<file path="config.mk">
export PLATFORM = sky130hd
export DESIGN_NAME = if_fetch_buf_flat
export DESIGN_NICKNAME = d
export VERILOG_FILES = /design/src/rtl/if_fetch_buf_pkg.sv /design/src/rtl/if_fetch_buf_if.sv /design/src/rtl/if_fetch_buf_sync_fifo.sv /design/src/rtl/if_fetch_buf.sv /design/src/flat_wrapper.sv
export SDC_FILE = /design/constraint.sdc
export NUM_CORES = 1
export LEC_CHECK = 0
export ABC_AREA = 0
export BUFFER_PORTS_ARGS = -buffer_cell sky130_fd_sc_hd__buf_2
export CAP_MARGIN = 25
export CORE_MARGIN = 4
export CORE_UTILIZATION = 55
export CTS_BUF_LIST = sky130_fd_sc_hd__clkbuf_8
export DETAILED_ROUTE_END_ITERATION = 7
export PLACE_DENSITY_LB_ADDON = 0.12
export SYNTH_ARGS = -nofsm -noshare
export SYNTH_HDL_FRONTEND = slang
export SYNTH_SLANG_ARGS = --single-unit
</file>
<file path="constraint.sdc">
create_clock -name clk -period 6.5 [get_ports clk]
set_input_delay 0.65 -clock clk [delete_from_list [all_inputs] [get_ports clk]]
set_output_delay 0.65 -clock clk [all_outputs]
set_load 0.02 [all_outputs]
</file>
<file path="src/rtl/if_fetch_buf_pkg.sv">
// Shared fetch-stage types and constants.
// Defines the IF->ID bundle layout, reset PC and request size.
package if_fetch_buf_pkg;

  localparam logic [31:0] PC_RESET_DEF = 32'h1C00_0000;
  localparam int IF_TO_ID_WIDTH = 65;
  localparam logic [1:0] SIZE_WORD = 2'b10;

  typedef struct packed {
    logic adef;
    logic [31:0] inst;
    logic [31:0] pc;
  } if_id_t;

  function automatic if_id_t mk_if_id(
    input logic adef,
    input logic [31:0] inst,
    input logic [31:0] pc
  );
    if_id_t b;
    b.adef = adef;
    b.inst = inst;
    b.pc = pc;
    return b;
  endfunction

endpackage

</file>
<file path="src/rtl/if_fetch_buf_if.sv">
// SRAM-like instruction request/response channel.
// master: fetch unit drives request; slave: memory side.
interface if_fetch_buf_if;

  logic inst_req;
  logic inst_wr;
  logic [1:0] inst_size;
  logic [31:0] inst_addr;
  logic [31:0] inst_wdata;
  logic inst_addr_ok;
  logic inst_data_ok;
  logic [31:0] inst_rdata;

  modport master (
    output inst_req, inst_wr, inst_size,
    output inst_addr, inst_wdata,
    input inst_addr_ok, inst_data_ok, inst_rdata
  );

  modport slave (
    input inst_req, inst_wr, inst_size,
    input inst_addr, inst_wdata,
    output inst_addr_ok, inst_data_ok, inst_rdata
  );

endinterface

</file>
<file path="src/rtl/if_fetch_buf_sync_fifo.sv">
// Synchronous FIFO with flush; push and pop may coincide at full.
// Ports: clk, resetn, flush, push/din, pop/dout (head), count.
module sync_fifo #(
  parameter int WIDTH = 32,
  parameter int DEPTH = 4
) (
  input  logic clk,
  input  logic resetn,
  input  logic flush,
  input  logic push,
  input  logic [WIDTH-1:0] din,
  input  logic pop,
  output logic [WIDTH-1:0] dout,
  output logic [$clog2(DEPTH):0] count
);

  localparam int AW = $clog2(DEPTH);
  localparam int CW = AW + 1;
  localparam logic [CW-1:0] FULL_N = DEPTH[CW-1:0];

  logic [WIDTH-1:0] mem [DEPTH];
  logic [AW-1:0] wp;
  logic [AW-1:0] rp;
  logic empty;
  logic full;
  logic do_push;
  logic do_pop;

  assign empty = (count == '0);
  assign full = (count == FULL_N);
  assign do_pop = pop & ~empty;
  assign do_push = push & (~full | do_pop);
  assign dout = mem[rp];

  always_ff @(posedge clk) begin
    if (do_push) mem[wp] <= din;
  end

  always_ff @(posedge clk) begin
    if (!resetn || flush) begin
      wp <= '0;
      rp <= '0;
      count <= '0;
    end else begin
      if (do_push) wp <= wp + AW'(1);
      if (do_pop) rp <= rp + AW'(1);
      count <= count + CW'(do_push) - CW'(do_pop);
    end
  end

endmodule

</file>
<file path="src/rtl/if_fetch_buf.sv">
// Instruction fetch stage with in-flight PC queue and instruction buffer.
// Ports: clk, resetn, bus (SRAM master), ID handshake, branch/exception redirect.
module if_fetch_buf
  import if_fetch_buf_pkg::*;
#(
  parameter logic [31:0] PC_RESET = PC_RESET_DEF,
  parameter int IBUF_DEPTH = 4
) (
  input  logic clk,
  input  logic resetn,
  if_fetch_buf_if.master bus,
  input  logic id_allowin,
  input  logic br_taken,
  input  logic [31:0] br_target,
  input  logic ex_flush,
  input  logic [31:0] ex_entry,
  output logic if_to_id_valid,
  output logic [IF_TO_ID_WIDTH-1:0] if_to_id_bus
);

  localparam int CW = $clog2(IBUF_DEPTH) + 1;
  localparam logic [CW:0] DEPTH_W = IBUF_DEPTH[CW:0];

  logic [31:0] fetch_pc;
  logic [31:0] redir_pc;
  logic [31:0] pq_head;
  logic [CW-1:0] outst;
  logic [CW-1:0] discard;
  logic [CW-1:0] pq_cnt;
  logic [CW-1:0] ib_cnt;
  logic [CW:0] occ;
  logic adef_done;
  logic redirect;
  logic hs;
  logic ok_any;
  logic drop;
  logic take;
  logic adef_push;
  logic ib_pop;
  if_id_t ib_din;

  assign redirect = ex_flush | br_taken;
  assign redir_pc = ex_flush ? ex_entry : br_target;

  // outst counts every request still owed a response on the bus,
  // including ones already marked for discard.
  assign occ = {1'b0, outst} + {1'b0, ib_cnt};

  assign bus.inst_req = resetn & ~redirect
                      & (fetch_pc[1:0] == 2'b00)
                      & (occ < DEPTH_W);
  assign bus.inst_wr = 1'b0;
  assign bus.inst_size = SIZE_WORD;
  assign bus.inst_addr = fetch_pc;
  assign bus.inst_wdata = 32'h0;

  assign hs = bus.inst_req & bus.inst_addr_ok;
  assign ok_any = bus.inst_data_ok & (outst != '0);
  assign drop = ok_any & (redirect | (discard != '0));
  assign take = ok_any & ~drop & (pq_cnt != '0);

  assign adef_push = ~redirect & ~adef_done
                   & (fetch_pc[1:0] != 2'b00)
                   & (outst == '0)
                   & (occ < DEPTH_W);

  assign ib_din = adef_push
                ? mk_if_id(1'b1, 32'h0, fetch_pc)
                : mk_if_id(1'b0, bus.inst_rdata, pq_head);

  assign if_to_id_valid = resetn & (ib_cnt != '0);
  assign ib_pop = if_to_id_valid & id_allowin & ~redirect;

  sync_fifo #(.WIDTH(32), .DEPTH(IBUF_DEPTH)) u_pcq (
    .clk(clk),
    .resetn(resetn),
    .flush(redirect),
    .push(hs),
    .din(fetch_pc),
    .pop(take),
    .dout(pq_head),
    .count(pq_cnt)
  );

  sync_fifo #(.WIDTH(IF_TO_ID_WIDTH), .DEPTH(IBUF_DEPTH)) u_ibuf (
    .clk(clk),
    .resetn(resetn),
    .flush(redirect),
    .push(take | adef_push),
    .din(ib_din),
    .pop(ib_pop),
    .dout(if_to_id_bus),
    .count(ib_cnt)
  );

  always_ff @(posedge clk) begin
    if (!resetn) begin
      fetch_pc <= PC_RESET;
      outst <= '0;
      discard <= '0;
      adef_done <= 1'b0;
    end else begin
      if (redirect) fetch_pc <= redir_pc;
      else if (hs) fetch_pc <= fetch_pc + 32'd4;
      outst <= outst + CW'(hs) - CW'(ok_any);
      // all requests still owed after this cycle become stale
      if (redirect) discard <= outst - CW'(ok_any);
      else if (drop) discard <= discard - CW'(1);
      if (redirect) adef_done <= 1'b0;
      else if (adef_push) adef_done <= 1'b1;
    end
  end

endmodule

</file>
<file path="src/flat_wrapper.sv">
// flat-port wrapper written by rule: the top's interface ports become plain ports
module if_fetch_buf_flat import if_fetch_buf_pkg::*;
#(
  parameter logic [31:0] PC_RESET = PC_RESET_DEF,
  parameter int IBUF_DEPTH = 4
)
  (clk, resetn, id_allowin, br_taken, br_target, ex_flush, ex_entry, if_to_id_valid, if_to_id_bus, bus_inst_req, bus_inst_wr, bus_inst_size, bus_inst_addr, bus_inst_wdata, bus_inst_addr_ok, bus_inst_data_ok, bus_inst_rdata);
  if_fetch_buf_if bus_i ();
  input  logic clk;
  input  logic resetn;
  input  logic id_allowin;
  input  logic br_taken;
  input  logic [31:0] br_target;
  input  logic ex_flush;
  input  logic [31:0] ex_entry;
  output logic if_to_id_valid;
  output logic [IF_TO_ID_WIDTH-1:0] if_to_id_bus;
  output wire logic [$bits(bus_i.inst_req)-1:0] bus_inst_req;
  output wire logic [$bits(bus_i.inst_wr)-1:0] bus_inst_wr;
  output wire logic [$bits(bus_i.inst_size)-1:0] bus_inst_size;
  output wire logic [$bits(bus_i.inst_addr)-1:0] bus_inst_addr;
  output wire logic [$bits(bus_i.inst_wdata)-1:0] bus_inst_wdata;
  input wire logic [$bits(bus_i.inst_addr_ok)-1:0] bus_inst_addr_ok;
  input wire logic [$bits(bus_i.inst_data_ok)-1:0] bus_inst_data_ok;
  input wire logic [$bits(bus_i.inst_rdata)-1:0] bus_inst_rdata;
  assign bus_inst_req = bus_i.inst_req;
  assign bus_inst_wr = bus_i.inst_wr;
  assign bus_inst_size = bus_i.inst_size;
  assign bus_inst_addr = bus_i.inst_addr;
  assign bus_inst_wdata = bus_i.inst_wdata;
  assign bus_i.inst_addr_ok = bus_inst_addr_ok;
  assign bus_i.inst_data_ok = bus_inst_data_ok;
  assign bus_i.inst_rdata = bus_inst_rdata;
  if_fetch_buf #(.PC_RESET(PC_RESET), .IBUF_DEPTH(IBUF_DEPTH)) u_core (.clk(clk), .resetn(resetn), .bus(bus_i), .id_allowin(id_allowin), .br_taken(br_taken), .br_target(br_target), .ex_flush(ex_flush), .ex_entry(ex_entry), .if_to_id_valid(if_to_id_valid), .if_to_id_bus(if_to_id_bus));
endmodule
</file>
==> impl_summary.log <==
INFO  metric status = finished clean
INFO  metric number_of_antenna_violations_at_the_first_check_in_global_routing = 0
INFO  metric syn-instance-count = between 1000 and 1500
INFO  metric design.core.area = between 0.03 and 0.04 mm2
INFO  metric critical_path_depth = 3
INFO  metric clock-sinks = 445
INFO  metric stdcell_area = 0.0210 mm2
INFO  metric worst-r2r-cell-count = 11
INFO  metric port_buffers = 201
INFO  metric first_pass_iters = 5
INFO  metric worstHoldPathType = in2reg
INFO  metric initial_core_util = about 56%
INFO  metric layout_min_cycle_time = ~3.6 ns
INFO  metric leftover_overflow_at_the_end_of_global_routing = 0
INFO  metric timing.critical_path.fanout_max = 37
INFO  metric dpl-instance-area = 0.0197 mm2
INFO  metric synth_ff_type = sky130_fd_sc_hd__edfxtp_1
INFO  metric worstPathCellList = buf_4, mux4_2, buf_2
INFO  metric cts_root_buffer = sky130_fd_sc_hd__clkbuf_8
INFO  metric distinct_cells_synth = 61
INFO  metric critPathCapture = if_to_id_bus[51]
INFO  metric diodes = 0
INFO  metric antenna_left = 0
INFO  metric leakagePower = 7.28 nW
INFO  metric via_count = 10200
INFO  metric power.density = 279 mW/mm2
INFO  metric synth_sequential_area_ratio = 69.6%
INFO  metric cts_hold_repair.buffers = 0
INFO  metric post_cts_setup_buffer_count = 0
INFO  metric hold_viol = 0
INFO  metric grt_first_pass_wirelength = roughly 61 mm
INFO  metric layout-drive-gt1-share = 33.7%
INFO  metric floorplan.die.width = about 190 um
INFO  metric die_area = 0.0364 mm2
INFO  metric wl = 40.2 mm
INFO  metric detailedRoute.firstIterationViolations = between 600 and 700
INFO  metric syn_to_final_growth = 14.2%
INFO  metric n_fill_cell = 2391
INFO  metric tns = 0 ns
INFO  metric die_height = approximately 190 um
INFO  metric clock_path_buffers = 3
INFO  metric number_of_warnings_reported_in_the_yosys_synthesis_log = 0
INFO  metric worst-r2r-setup-slack = 3.10 ns
INFO  metric relSlewSlack = 36.9%
INFO  metric synth.ff_latch_count = 445
INFO  metric globalRouteTotalUtil = 22.2%
INFO  metric peak_per_stage_delay_on_the_critical_path = ~0.91 ns
INFO  metric setup.worst_path.end_class = primary output
INFO  metric timing.fmax = ~0.28 GHz
INFO  metric wl_per_cell = between 20 and 25 um
INFO  metric tritoncts.num_buffers = 70
INFO  metric critical_path.startpoint_type = flop
INFO  metric period_share = between 50% and 60%
INFO  metric r2r-start = u_core.outst[2]
INFO  metric rsz0062_at_grt = false
INFO  metric timing.hold.ws = 0.315 ns
INFO  metric worst_setup_hold_path_clk_slew = 0.06 ns
INFO  metric grt_max_degree = 61
INFO  metric critPathKind = reg2out
INFO  metric num_rows = 66
INFO  metric critical_path_buf_inv_count = 2
INFO  metric worst_tran_pin_value = 0.946 ns
INFO  metric first_global_vias = 10500
INFO  metric worstSkewPairLatency = 0.58 ns
INFO  metric r2r_end = u_core.u_pcq.count[2]
INFO  metric max_cap_violations = 0
INFO  metric report.final.setup_viol = 0
INFO  metric finalNetCount = roughly 1400
INFO  metric netlist_area_before_placement = 0.0184 mm2
INFO  metric finalMaxSlewViolations = 0
INFO  metric critPathRequiredTime = 5.85 ns
INFO  metric cp.arrival = 2.92 ns
INFO  metric dpl.hpwl = 25.3 mm
INFO  metric cts-resized-gates = 0
INFO  metric place.gp.congestion = around 0.84
INFO  metric worst_path_dominant_cell_family = flip-flops
INFO  metric peakVddDrop = 0.124 mV
INFO  metric cts_tree = built
INFO  metric syn_area_per_cell = 17.7 um2
INFO  metric floorplan.io_pins = about 240
INFO  metric drt-vias-per-instance = 5.77
INFO  metric h-tree-depth = 3
INFO  metric synthArstFlopShare = 0%
INFO  metric synth_enable_flop_cells = just under 400
INFO  metric post-route-drc-count = 0
INFO  metric fin_skew = between 0.015 and 0.02 ns
INFO  metric cell_type_of_the_slowest_stage_on_the_worst_timing_path = sky130_fd_sc_hd__dfxtp_4
## cells in the final DEF (no fill, tap or decap), drive strengths merged, types with 6 or more instances in the layout
master,instances
edfxtp,388
buf,217
mux4,97
clkbuf,73
dfxtp,57
inv,54
and2,42
conb,35
nand2,34
nor2,31
mux2,26
a21oi,21
ha,21
xnor2,20
clkinv,19
nand3,18
a22oi,16
o21ai,15
o22ai,13
nand4,13
nor3,11
and3,11
xor2,8
nor4,7
a211oi,6
o221ai,6
o31ai,6
nor3b,6
## metal layers
layer	GRT usage, %	vias up	share of wire [%]
met3	4.30	83	7.2
met4	7.51	0	2.9
met5	0	-	0
met2	35.8	441	48
met1	31.0	5124	42
li1	-	4553	-
## worst min-delay path, cell delays in order
cell,delay [ns]
sky130_fd_sc_hd__buf_2,0.07
sky130_fd_sc_hd__a21oi_1,0.06
sky130_fd_sc_hd__nor2_1,0.07
## worst min-delay path by stage
stage / start / endpoint / slack (ns) / cells past startpoint
floorplan: u_core.adef_done / u_core.adef_done / 0.47 / 1
global placement: u_core.adef_done / u_core.adef_done / 0.49 / 1
detailed placement: u_core.adef_done / u_core.adef_done / 0.49 / 1
CTS: ex_entry[0] / u_core.bus.inst_addr[0] / 0.28 / 3
global route: ex_entry[0] / u_core.bus.inst_addr[0] / 0.30 / 3
finish: ex_entry[0] / u_core.bus.inst_addr[0] / 0.32 / 3
## through the flow
stage / cells / setup WS (ns) / power [W] / utilization, %
final: 1768 / 2.93 / 0.00586 / 64.0
after global routing: 1768 / 2.64 / 0.00612 / 64.0
after CTS: 1767 / 2.78 / 0.00592 / 64.0
after detailed placement: 1644 / 2.65 / 0.00380 / 60.2
after global placement: 1643 / 2.72 / 0.00379 / 60.1
after floorplan: 1073 / 2.86 / 0.00363 / -
## sequential cells by signal, summed over array words and instances, names as in the netlist, named ones only
signal	cells
u_core.u_ibuf.mem	260
u_core.u_pcq.mem	128
u_core.bus.inst_addr	32
u_core.discard	3
u_core.outst	3
u_core.u_ibuf.count	3
u_core.u_pcq.count	3
u_core.u_ibuf.rp	2
u_core.u_ibuf.wp	2
u_core.u_pcq.rp	2
u_core.u_pcq.wp	2
u_core.adef_done	1
## synthesized netlist by cell type, drive strengths merged (15+ instances only)
| library cell | count | area [um2] |
|---|---|---|
| a21oi | 21 | 105 |
| a22oi | 16 | 120 |
| and2 | 42 | 263 |
| buf | 61 | 400 |
| clkbuf | 26 | 97.6 |
| dfxtp | 57 | 1140 |
| edfxtp | 388 | 11700 |
| ha | 21 | 263 |
| inv | 26 | 97.6 |
| mux2 | 26 | 293 |
| mux4 | 97 | 2180 |
| nand2 | 34 | 128 |
| nand3 | 18 | 90.1 |
| nor2 | 31 | 119 |
| o21ai | 15 | 75.1 |
| xnor2 | 20 | 175 |
## logic make-up after synthesis
| group | synth area share [%] |
|---|---|
| flip-flops | 69.6 |
| other | 0.0409 |
| buffers and inverters | 3.24 |
| AND/OR/NAND/NOR | 6.12 |
| adder cells (fa/ha/maj) | 1.76 |
| AO/OA/AOI/OAI | 4.15 |
| multiplexers | 13.8 |
| XOR/XNOR | 1.33 |
## area by class of cell
| cell class | count | area (um2) | area share, % |
|---|---|---|---|
| repair buffers | 217 | 1150 | 5.46 |
| clock buffers | 73 | 1000 | 4.79 |
| inverters | 26 | 97.6 | 0.465 |
| multi-input cells | 515 | 5140 | 24.5 |
| clock inverters | 50 | 253 | 1.20 |
| flip-flops and latches | 445 | 12800 | 61.0 |
| well taps | 442 | 553 | 2.63 |
## power breakdown
group / switching, W / internal, W / leakage (nW)
clock network: 0.00104 / 0.00109 / 0.728
logic: 0.000292 / 0.000182 / 2.56
registers: 0.0000769 / 0.00319 / 3.99
No activity file was read; power rests on OpenSTA's default activity.
